[src/rtl/ram_bist_ctrl.sv]
// ram_bist_ctrl: four-phase pattern BIST for a single-port RAM.
// Phases: W0 writes E(a,0), R0 reads and compares it, W1 writes E(a,1), and
// R1 reads and compares that. The first mismatch ends the test, and its
// address, data and phase are latched.
//
// start handshake: start is a single-cycle request with no ready. It is
// accepted only in IDLE or DONE, and is ignored while busy=1.
module ram_bist_ctrl #(
    parameter int                ADDR_W   = 8,
    parameter int                DATA_W   = 16,
    parameter logic [DATA_W-1:0] SEED     = 16'hA5C3,
    parameter int                READ_LAT = 0
) (
    input  logic              clk,
    input  logic              rst_n,
    input  logic              start,
    output logic [ADDR_W-1:0] Addr,
    output logic              Write_En,
    output logic [DATA_W-1:0] D,
    input  logic [DATA_W-1:0] O,
    output logic              busy,
    output logic              done,
    output logic              pass,
    output logic [ADDR_W-1:0] fail_addr,
    output logic [DATA_W-1:0] fail_data,
    output logic              fail_phase,
    output logic [2:0]        dbg_state
);

    typedef enum logic [2:0] {
        S_IDLE = 3'd0,
        S_W0   = 3'd1,
        S_R0   = 3'd2,
        S_W1   = 3'd3,
        S_R1   = 3'd4,
        S_DONE = 3'd5
    } state_t;

    localparam logic [ADDR_W-1:0] LAST_ADDR = '1;
    localparam logic [ADDR_W-1:0] ZERO_ADDR = '0;

    // Base pattern {a,~a} masked by SEED, and optionally inverted
    function automatic logic [DATA_W-1:0] pattern(input logic [ADDR_W-1:0] a,
                                                  input logic inv);
        return ({a, ~a} ^ SEED) ^ {DATA_W{inv}};
    endfunction

    state_t            state, state_n;
    logic [ADDR_W-1:0] addr_n, addr_inc;
    logic              we_n;
    logic [DATA_W-1:0] d_n;
    logic              busy_n, done_n, pass_n;
    logic [ADDR_W-1:0] fail_addr_n;
    logic [DATA_W-1:0] fail_data_n;
    logic              fail_phase_n;

    // Read pipeline: used only with a registered-read RAM
    logic              pipe_valid, pipe_valid_n;
    logic [ADDR_W-1:0] pipe_addr, pipe_addr_n;
    logic [DATA_W-1:0] pipe_exp, pipe_exp_n;
    logic              drain, drain_n;

    logic              inv, in_read;
    logic              cmp_valid, cmp_last, mismatch;
    logic [ADDR_W-1:0] cmp_addr;
    logic [DATA_W-1:0] cmp_exp;

    assign inv       = (state == S_W1) || (state == S_R1);
    assign in_read   = (state == S_R0) || (state == S_R1);
    assign addr_inc  = Addr + 1'b1;
    assign dbg_state = state;

    // Select which address/expectation is compared against O this cycle
    always_comb begin
        cmp_valid = 1'b0;
        cmp_addr  = Addr;
        cmp_exp   = pattern(Addr, inv);
        if (READ_LAT == 0) begin
            cmp_valid = in_read;
        end else begin
            cmp_valid = pipe_valid;
            cmp_addr  = pipe_addr;
            cmp_exp   = pipe_exp;
        end
    end

    assign mismatch = cmp_valid && (O != cmp_exp);
    assign cmp_last = cmp_valid && (cmp_addr == LAST_ADDR);

    // Next-state and next-output logic for the BIST sequencer
    always_comb begin
        state_n      = state;
        addr_n       = Addr;
        we_n         = 1'b0;
        d_n          = '0;
        busy_n       = busy;
        done_n       = done;
        pass_n       = pass;
        fail_addr_n  = fail_addr;
        fail_data_n  = fail_data;
        fail_phase_n = fail_phase;
        pipe_valid_n = 1'b0;
        pipe_addr_n  = pipe_addr;
        pipe_exp_n   = pipe_exp;
        drain_n      = drain;

        case (state)
            S_IDLE, S_DONE: begin
                if (start) begin
                    state_n      = S_W0;
                    addr_n       = ZERO_ADDR;
                    we_n         = 1'b1;
                    d_n          = pattern(ZERO_ADDR, 1'b0);
                    busy_n       = 1'b1;
                    done_n       = 1'b0;
                    pass_n       = 1'b0;
                    fail_addr_n  = '0;
                    fail_data_n  = '0;
                    fail_phase_n = 1'b0;
                    drain_n      = 1'b0;
                end else if (state == S_DONE) begin
                    addr_n = ZERO_ADDR;
                end
            end

            S_W0, S_W1: begin
                // Terminal count is detected explicitly, so the counter never wraps
                if (Addr == LAST_ADDR) begin
                    state_n = (state == S_W0) ? S_R0 : S_R1;
                    addr_n  = ZERO_ADDR;
                    drain_n = 1'b0;
                end else begin
                    addr_n = addr_inc;
                    we_n   = 1'b1;
                    d_n    = pattern(addr_inc, inv);
                end
            end

            S_R0, S_R1: begin
                if (READ_LAT != 0) begin
                    // Issue stage: present addresses and stage their expectations
                    if (!drain) begin
                        pipe_valid_n = 1'b1;
                        pipe_addr_n  = Addr;
                        pipe_exp_n   = pattern(Addr, inv);
                        if (Addr == LAST_ADDR) begin
                            drain_n = 1'b1;
                        end else begin
                            addr_n = addr_inc;
                        end
                    end
                end else if (Addr != LAST_ADDR) begin
                    addr_n = addr_inc;
                end

                if (mismatch) begin
                    state_n      = S_DONE;
                    addr_n       = ZERO_ADDR;
                    busy_n       = 1'b0;
                    done_n       = 1'b1;
                    pass_n       = 1'b0;
                    fail_addr_n  = cmp_addr;
                    fail_data_n  = O;
                    fail_phase_n = (state == S_R1);
                    pipe_valid_n = 1'b0;
                    drain_n      = 1'b0;
                end else if (cmp_last) begin
                    addr_n       = ZERO_ADDR;
                    pipe_valid_n = 1'b0;
                    drain_n      = 1'b0;
                    if (state == S_R0) begin
                        state_n = S_W1;
                        we_n    = 1'b1;
                        d_n     = pattern(ZERO_ADDR, 1'b1);
                    end else begin
                        state_n = S_DONE;
                        busy_n  = 1'b0;
                        done_n  = 1'b1;
                        pass_n  = 1'b1;
                    end
                end
            end

            default: begin
                state_n = S_IDLE;
                addr_n  = ZERO_ADDR;
            end
        endcase
    end

    // State and registered outputs; synchronous active-low reset clears all
    always_ff @(posedge clk) begin
        if (!rst_n) begin
            state      <= S_IDLE;
            Addr       <= '0;
            Write_En   <= 1'b0;
            D          <= '0;
            busy       <= 1'b0;
            done       <= 1'b0;
            pass       <= 1'b0;
            fail_addr  <= '0;
            fail_data  <= '0;
            fail_phase <= 1'b0;
            pipe_valid <= 1'b0;
            pipe_addr  <= '0;
            pipe_exp   <= '0;
            drain      <= 1'b0;
        end else begin
            state      <= state_n;
            Addr       <= addr_n;
            Write_En   <= we_n;
            D          <= d_n;
            busy       <= busy_n;
            done       <= done_n;
            pass       <= pass_n;
            fail_addr  <= fail_addr_n;
            fail_data  <= fail_data_n;
            fail_phase <= fail_phase_n;
            pipe_valid <= pipe_valid_n;
            pipe_addr  <= pipe_addr_n;
            pipe_exp   <= pipe_exp_n;
            drain      <= drain_n;
        end
    end

endmodule

[config.mk]
export PLATFORM = sky130hd
export DESIGN_NAME = ram_bist_ctrl
export DESIGN_NICKNAME = d
export VERILOG_FILES = /design/src/rtl/ram_bist_ctrl.sv
export SDC_FILE = /design/constraint.sdc
export NUM_CORES = 1
export LEC_CHECK = 0
export CAP_MARGIN = 20
export CORE_UTILIZATION = 44
export CTS_BUF_LIST = sky130_fd_sc_hd__clkbuf_4 sky130_fd_sc_hd__clkbuf_8
export DETAILED_ROUTE_END_ITERATION = 8
export MAX_ROUTING_LAYER = met4
export PLACE_DENSITY = 0.78
export SLEW_MARGIN = 20
export SYNTH_ARGS = -nofsm -noshare
export SYNTH_HDL_FRONTEND = slang
export SYNTH_SLANG_ARGS = --single-unit
[constraint.sdc]
create_clock -name clk -period 2.39 [get_ports clk]
set_input_delay 0.3585 -clock clk [delete_from_list [all_inputs] [get_ports clk]]
set_output_delay 0.3585 -clock clk [all_outputs]
set_load 0.02 [all_outputs]
==> results of run 1 <==
-- power by group through the flow --
stage               clock network [mW]  registers [mW]  logic [mW]
floorplan                            0            1.12       0.403
global placement                     0            1.01       0.864
detailed placement                   0            1.02       0.878
CTS                              0.526           0.998       0.976
global route                     0.556            1.01        1.03
finish                           0.510           0.999       0.968
-- worst min-delay path by stage --
stage / cells after the start / to / startpoint / slack, ps
floorplan: 1 / fail_data[0]$_SDFFE_PN0P_ / O[0] / 480
global placement: 1 / fail_addr[7]$_SDFFE_PN0P_ / fail_addr[7]$_SDFFE_PN0P_ / 460
detailed placement: 1 / fail_data[9]$_SDFFE_PN0P_ / fail_data[9]$_SDFFE_PN0P_ / 470
CTS: 2 / fail_data[11]$_SDFFE_PN0P_ / O[11] / 470
global route: 2 / fail_data[5]$_SDFFE_PN0P_ / O[5] / 370
finish: 2 / fail_data[5]$_SDFFE_PN0P_ / O[5] / 370
-- logic make-up after synthesis --
family                     count (synthesis)
AOI/OAI and AO/OA                         82
xor gates and xnor gates                  16
adders and majority gates                  1
buffers and inverters                     28
DFF                                       52
muxes                                      1
and+or+nand+nor                          102
-- state kept, by name, indices dropped and copies added, names as in the netlist --
signal,cells
fail_data,16
D,12
fail_addr,8
Write_En,1
busy,1
fail_phase,1
pass,1
Addr,8
dbg_state,3
done,1
-- cell type report --
cell class,instances,area (µm²),share of cell area (%)
tap,72,90.1,2.29
clock inverter,2,10.0,0.254
timing repair buffer,130,1190,30.3
inverter,6,22.5,0.572
multi-input combinational,202,1480,37.7
sequential,52,1060,26.8
clock buffer,6,82.6,2.10
-- layer usage --
| layer | vias to the layer above | track usage, % |
|---|---|---|
| met5 | - | - |
| met4 | 0 | 9.44 |
| met3 | 16 | 3.84 |
| met2 | 102 | 40.4 |
| met1 | 1249 | 31.2 |
| li1 | 1247 | - |
-- what timing repair did --
item,in CTS,in global routing
resized for setup,20,19
cloned,2,0
pin swaps,10,17
hold buffers,0,0
setup buffers,7,3
endpoints found under the setup margin,45,46
-- placed cells by master (no fill, tap or decap), types with 3 or more instances in the layout --
cell type        Yosys  layout
nand2_2              1       3
o21ai_1              1       4
o21ai_0             16      13
nor3b_2              0       4
inv_1                6       5
clkdlybuf4s50_1      0      66
a21oi_1              7       6
and2_1               5       5
clkbuf_8             0       6
nand3b_1             3       3
buf_4                4      49
xnor2_1              8       7
nor2_1              34      33
nand2_1             18      16
nor2b_1              4       4
xor2_1               8       7
a22o_1              25      25
dfxtp_1             52      45
dlygate4sd2_1        0       7
nand3_1              8       7
dfxtp_4              0       3
a221oi_2             1       3
dfxtp_2              0       4
buf_6                2       5
a211oi_1             6       4
nand2b_1             3       3
o211ai_1             3       3
and3b_1              3       3
-- per-stage QoR --
| stage | setup WS [ps] | TNS (ps) |
|---|---|---|
| finish | -145 | -2820 |
| global route | -178 | -5100 |
| detailed placement | -548 | -21980 |
| CTS | -129 | -3090 |
| floorplan | 0.157 | 0 |
| global placement | -516 | -20980 |
-- critical path, cell delays in order (launching register included) --
cell	delay, ps
dfxtp_4	370
or3b_4	410
buf_6	150
a221oi_2	230
nor2_1	80
a311oi_2	330
nand2_2	160
buf_4	170
nor2_2	110
a211oi_1	80
o311a_1	330
==> qor.txt, run 1 <==
ANT cells - 0
initial antenna violation count - 0
largest cells by area after synthesis - dfxtp_1 (41%), a22o_1 (8.6%), nor2_1 (5.0%), o21ai_0 (3.1%), xnor2_1 (2.7%)
Max Cap Viol - 0
# IOs - 75
critical path class - reg -> reg
setup ws final - -145 ps
critical path required time - 2580 ps
met3 routed WL - 397 µm
IO buf count - 74
Layout Nets - 417
Synth Register Bits - 52
Most used DFF post-synth - dfxtp_1
Clk Tree Root Cell - clkbuf_8
clk buf depth - 2
largest family of logic cells by synthesized area - compound AO/OA/AOI/OAI gates
P&R area growth vs syn - 54.4%
routed vias - 2,614
die width - 78.2 µm
CTS buffer count - 5
met1 wire length - 3250 µm
Post-synth EDFFs - 0
crit path time final - 2540 ps
Crit path arrival time - 2720 ps
Synth Net Count - 302
RR Startpoint - dbg_state[1]$_SDFFE_PN0P_
Die Y-Extent - 78.2 µm
Fmax - 0.394 GHz
Critical Path Sink Type - flop
worst slew pin tran - 511 ps
Seq/Total Area, Yosys - 40.8%
outcome - complete, but fails checks
drt first pass iters - 5
DRT iter0 DRCs - 191
number of global-route vias before repair - 2,442
endpoints failing setup - 31
GRT Overall Usage - 24.9%
failing checks - setup timing
Setup crit start kind - flop
Avg Cell Area, Syn - 9.05 µm²
routed wire length - 7500 µm
Hold Path Class - in -> reg
clock sinks - 52
DR top layer - met4
TritonCTS clock tree - done
simple logic cell fraction of the synthesized area - 21.5%
gr ovfl total - 0
Placed Cells - 453
Hold Fails Final Rpt - 0
RePlAce Congestion - 0.904
asr flop ratio synth - 0%
maximum vdd drop - 0.376 mV
reg2reg end - dbg_state[1]$_SDFFE_PN0P_
met2 WL - 3710 µm
# H-tree levels - 2
mux cell area share after synthesis - 0.392%
area leader, netlist - dfxtp_1
Die ar. - 0.00611 mm²
Clock Power Share - 20.6%
core area - 0.00554 mm²
clk_skew - 10.9 ps
fin. max-slew vios - 0
fin cells - 470
Power, Total - 2.48 mW
largest net degree at the start of global routing - 25
Compound-Gate Fraction of Synth Area - 25.0%
Gate Count Post-Synth - 282
remaining antenna violation count - 0
top cells by count, synth - dfxtp_1 (52), nor2_1 (34), a22o_1 (25)
Hold WS - 367 ps
share of Yosys cell area claimed by the top area cell type - 40.8%
Wirelength per Cell - 16.0 µm
critical path peak fanout - 5
Clock transition at path regs - 100 ps
sequential power share - 40.3%
Fillers - 432
dpl cell area - 0.00368 mm²
post-synthesis cell type count - 60
first-pass GRT wire length - 11,700 µm
most frequent cell after synthesis - dfxtp_1
Slew headroom - 65.8%
Via-to-Cell Ratio - 5.56
PwrDens - 629 mW/mm²
post-layout util - 71.1%
hpwl dp - 5180 µm
clk_lat worst skew - 300 ps
Critical Path Sink - dbg_state[1]$_SDFFE_PN0P_
Pleak - 1.64 nW
Initial Util - 46.1%
NetSw - 827 µW
xor/xnor cell area share of the yosys netlist - 5.49%
Worst Setup SP - dbg_state[1]$_SDFFE_PN0P_
Adder-Cell Fraction of Synth Area - 0.490%
Comb power frac - 39.1%
FF-to-FF setup slack - -150 ps
Yosys Warn Count - 0
Cell Area, Synth - 0.00255 mm²
sw frac - 33.4%
Final period util - 106%
fin area - 0.00394 mm²
share of cells above drive strength 1 - 26.6%
cells on worst reg2reg path - 10
DRC Markers - 0
RSZ-0062 raised after global routing - yes
Rows - 27
Pint - 1.65 mW
Note: power is estimated with default switching activity, not from simulation.
==> inputs of run 2 (changes only) <==
--- a/config.mk
+++ b/config.mk
@@ -5,12 +5,14 @@
 export SDC_FILE = /design/constraint.sdc
 export NUM_CORES = 1
 export LEC_CHECK = 0
-export CAP_MARGIN = 20
-export CORE_UTILIZATION = 44
+export CAP_MARGIN = 25
+export CELL_PAD_IN_SITES_DETAIL_PLACEMENT = 0
+export CELL_PAD_IN_SITES_GLOBAL_PLACEMENT = 2
+export CORE_UTILIZATION = 26
 export CTS_BUF_LIST = sky130_fd_sc_hd__clkbuf_4 sky130_fd_sc_hd__clkbuf_8
 export DETAILED_ROUTE_END_ITERATION = 8
 export MAX_ROUTING_LAYER = met4
-export PLACE_DENSITY = 0.78
+export PLACE_DENSITY_LB_ADDON = 0.1
 export SLEW_MARGIN = 20
 export SYNTH_ARGS = -nofsm -noshare
 export SYNTH_HDL_FRONTEND = slang
==> run 2 against run 1 <==
Effect of this change:
- the flow still finishes with violations (setup timing)
- final cell count increased by 14%
- critical path depth decreased by 1
- global-route usage is 8.3 points lower
- setup slack better by 99 ps
- clock skew down 1.8 ps
- via count is 5.9% lower
- core utilization down 26 points
- first-iteration DRC count down 79%
- critical endpoint unchanged
- largest cell class unchanged
- largest power group is now combinational cells
==> qor.txt, run 2 (synthesized netlist as in run 1, its figures left out) <==
GRT Overall Usage - 16.6% (was 24.9%)
Die Y-Extent - 101 µm (was 78.2 µm)
Via-to-Cell Ratio - 4.60 (was 5.56)
worst slew pin tran - 475 ps (was 511 ps)
pre-CTS WS - -641 ps (was -548 ps)
Hold Fails Final Rpt - 0 (unchanged)
Die ar. - 0.0102 mm² (was 0.00611 mm²)
first-pass GRT wire length - 12,700 µm (was 11,700 µm)
IO buf count - 74 (unchanged)
Max Cap Viol - 0 (unchanged)
critical path class - reg -> reg (unchanged)
Hold Path Class - in -> reg (unchanged)
Power, Total - 2.69 mW (was 2.48 mW)
CTS buffer count - 5 (unchanged)
Crit path arrival time - 2630 ps (was 2720 ps)
dpl cell area - 0.00378 mm² (was 0.00368 mm²)
critical path required time - 2590 ps (was 2580 ps)
Reg with most FFs - fail_data (unchanged)
Pleak - 1.75 nW (was 1.64 nW)
endpoints failing setup - 25 (was 31)
P&R area growth vs syn - 64.0% (was 54.4%)
core area - 0.00937 mm² (was 0.00554 mm²)
Initial Util - 27.2% (was 46.1%)
outcome - complete, but fails checks (unchanged)
Fmax - 0.411 GHz (was 0.394 GHz)
DRT iter0 DRCs - 41 (was 191)
fin area - 0.00419 mm² (was 0.00394 mm²)
crit path buf inv count - 1 (was 2)
drt first pass iters - 4 (was 5)
ANT cells - 0 (unchanged)
fin. max-slew vios - 0 (unchanged)
failing checks - setup timing (unchanged)
Largest register FFs - 16 (unchanged)
clk_lat worst skew - 310 ps (was 300 ps)
maximum vdd drop - 0.292 mV (was 0.376 mV)
critical path peak fanout - 7 (was 5)
# IOs - 75 (unchanged)
delay-heaviest family, CP - simple AND/OR/NAND/NOR gates (was compound AO/OA/AOI/OAI gates)
routed vias - 2,460 (was 2,614)
clk_skew - 9.14 ps (was 10.9 ps)
DRC Markers - 0 (unchanged)
fin cells - 535 (was 470)
share of cells above drive strength 1 - 30.0% (was 26.6%)
number of global-route vias before repair - 2,510 (was 2,442)
Wirelength per Cell - 15.3 µm (was 16.0 µm)
Largest regs - fail_data (16), D (12) (unchanged)
Clk Tree Root Cell - clkbuf_8 (unchanged)
most frequent cells in the layout - clkdlybuf4s50_1 (65), buf_4 (56), dfxtp_1 (45) (was clkdlybuf4s50_1 (66), buf_4 (49), dfxtp_1 (45))
Slew headroom - 68.2% (was 65.8%)
Placed Cells - 515 (was 453)
commonest non-fill, non-tap cell in the layout - clkdlybuf4s50_1 (unchanged)
gr ovfl total - 0 (unchanged)
RePlAce Congestion - 0.841 (was 0.904)
clock sinks - 52 (unchanged)
Setup crit start kind - flop (unchanged)
TritonCTS clock tree - done (unchanged)
die width - 101 µm (was 78.2 µm)
# H-tree levels - 2 (unchanged)
setup ws final - -45.9 ps (was -145 ps)
crit path time final - 2440 ps (was 2540 ps)
PwrDens - 643 mW/mm² (was 629 mW/mm²)
initial antenna violation count - 0 (unchanged)
RSZ-0062 raised after global routing - yes (unchanged)
remaining antenna violation count - 0 (unchanged)
Critical Path Sink Type - flop (unchanged)
Slowest-stage cell, CP - or4_4 (was or3b_4)
routed wire length - 8160 µm (was 7500 µm)
CP peak stage delay - 430 ps (was 410 ps)
Clock transition at path regs - 100 ps (about the same)
critical path, cell by cell - or3b_4, nand2_8, or4_4, a211oi_4, nand2_2, buf_4, nor2_2, a211oi_1, o311a_1 (was or3b_4, buf_6, a221oi_2, nor2_1, a311oi_2, nand2_2, buf_4, nor2_2, a211oi_1, o311a_1)
Rows - 35 (was 27)
largest net degree at the start of global routing - 25 (unchanged)
hpwl dp - 5720 µm (was 5180 µm)
Final period util - 102% (was 106%)
Layout Nets - 425 (was 417)
clk buf depth - 2 (unchanged)
-- run 2: worst paths after layout --
| check | from | end | slack, ps | cells past startpoint |
|---|---|---|---|---|
| hold / removal | O[13] | fail_data[13]$_SDFFE_PN0P_ | 440 | 2 |
| hold reg to reg | fail_addr[7]$_SDFFE_PN0P_ | fail_addr[7]$_SDFFE_PN0P_ | 490 | 1 |
| setup / recovery | dbg_state[2]$_SDFFE_PN0P_ | dbg_state[1]$_SDFFE_PN0P_ | -50 | 9 |
| setup reg to reg | dbg_state[2]$_SDFFE_PN0P_ | dbg_state[1]$_SDFFE_PN0P_ | -50 | 9 |
-- run 2: repair_timing --
action | CTS | global route
resized for setup | 23 | 29
pin swaps | 12 | 42
cloned | 2 | 1
endpoints found under the setup margin | 45 | 46
setup buffers | 8 | 2
hold buffers | 0 | 0
-- run 2: worst register-to-register path, stage by stage (launching register included) --
cell and delay, ps:
dfxtp_4 360, or3b_4 340, nand2_8 70, or4_4 430
a211oi_4 320, nand2_2 130, buf_4 160, nor2_2 110
a211oi_1 80, o311a_1 320
-- run 2: per-layer routing --
layer	GRT usage [%]	share of wire (%)	vias to the layer above
met3	2.29	2.1	5
met1	23.4	50	1146
li1	-	-	1267
met2	25.3	47	42
met5	-	0	-
met4	3.34	0.54	0
-- run 2: cell type report --
| type | count | area [µm²] |
|---|---|---|
| clock inverter | 2 | 38.8 |
| tap | 129 | 161 |
| clock buffer | 6 | 76.3 |
| timing repair buffer | 138 | 1320 |
| inverter | 6 | 22.5 |
| fill | 964 | 5180 |
| multi-input combinational | 202 | 1520 |
| sequential | 52 | 1060 |
-- run 2: through the flow --
step                      util, %  setup TNS, ps  hold slack, ps
final                        44.7           -393             442
after global routing         44.7          -4310             444
after CTS                    43.4          -2010             460
after detailed placement     40.4         -24880             463
after global placement       40.4         -25020             461
after floorplan                 -              0             484
-- run 2: power by group --
group          total (mW)  internal (mW)  switching [mW]
clock               0.639          0.328           0.310
combinational        1.06          0.527           0.532
sequential          0.994          0.951          0.0430
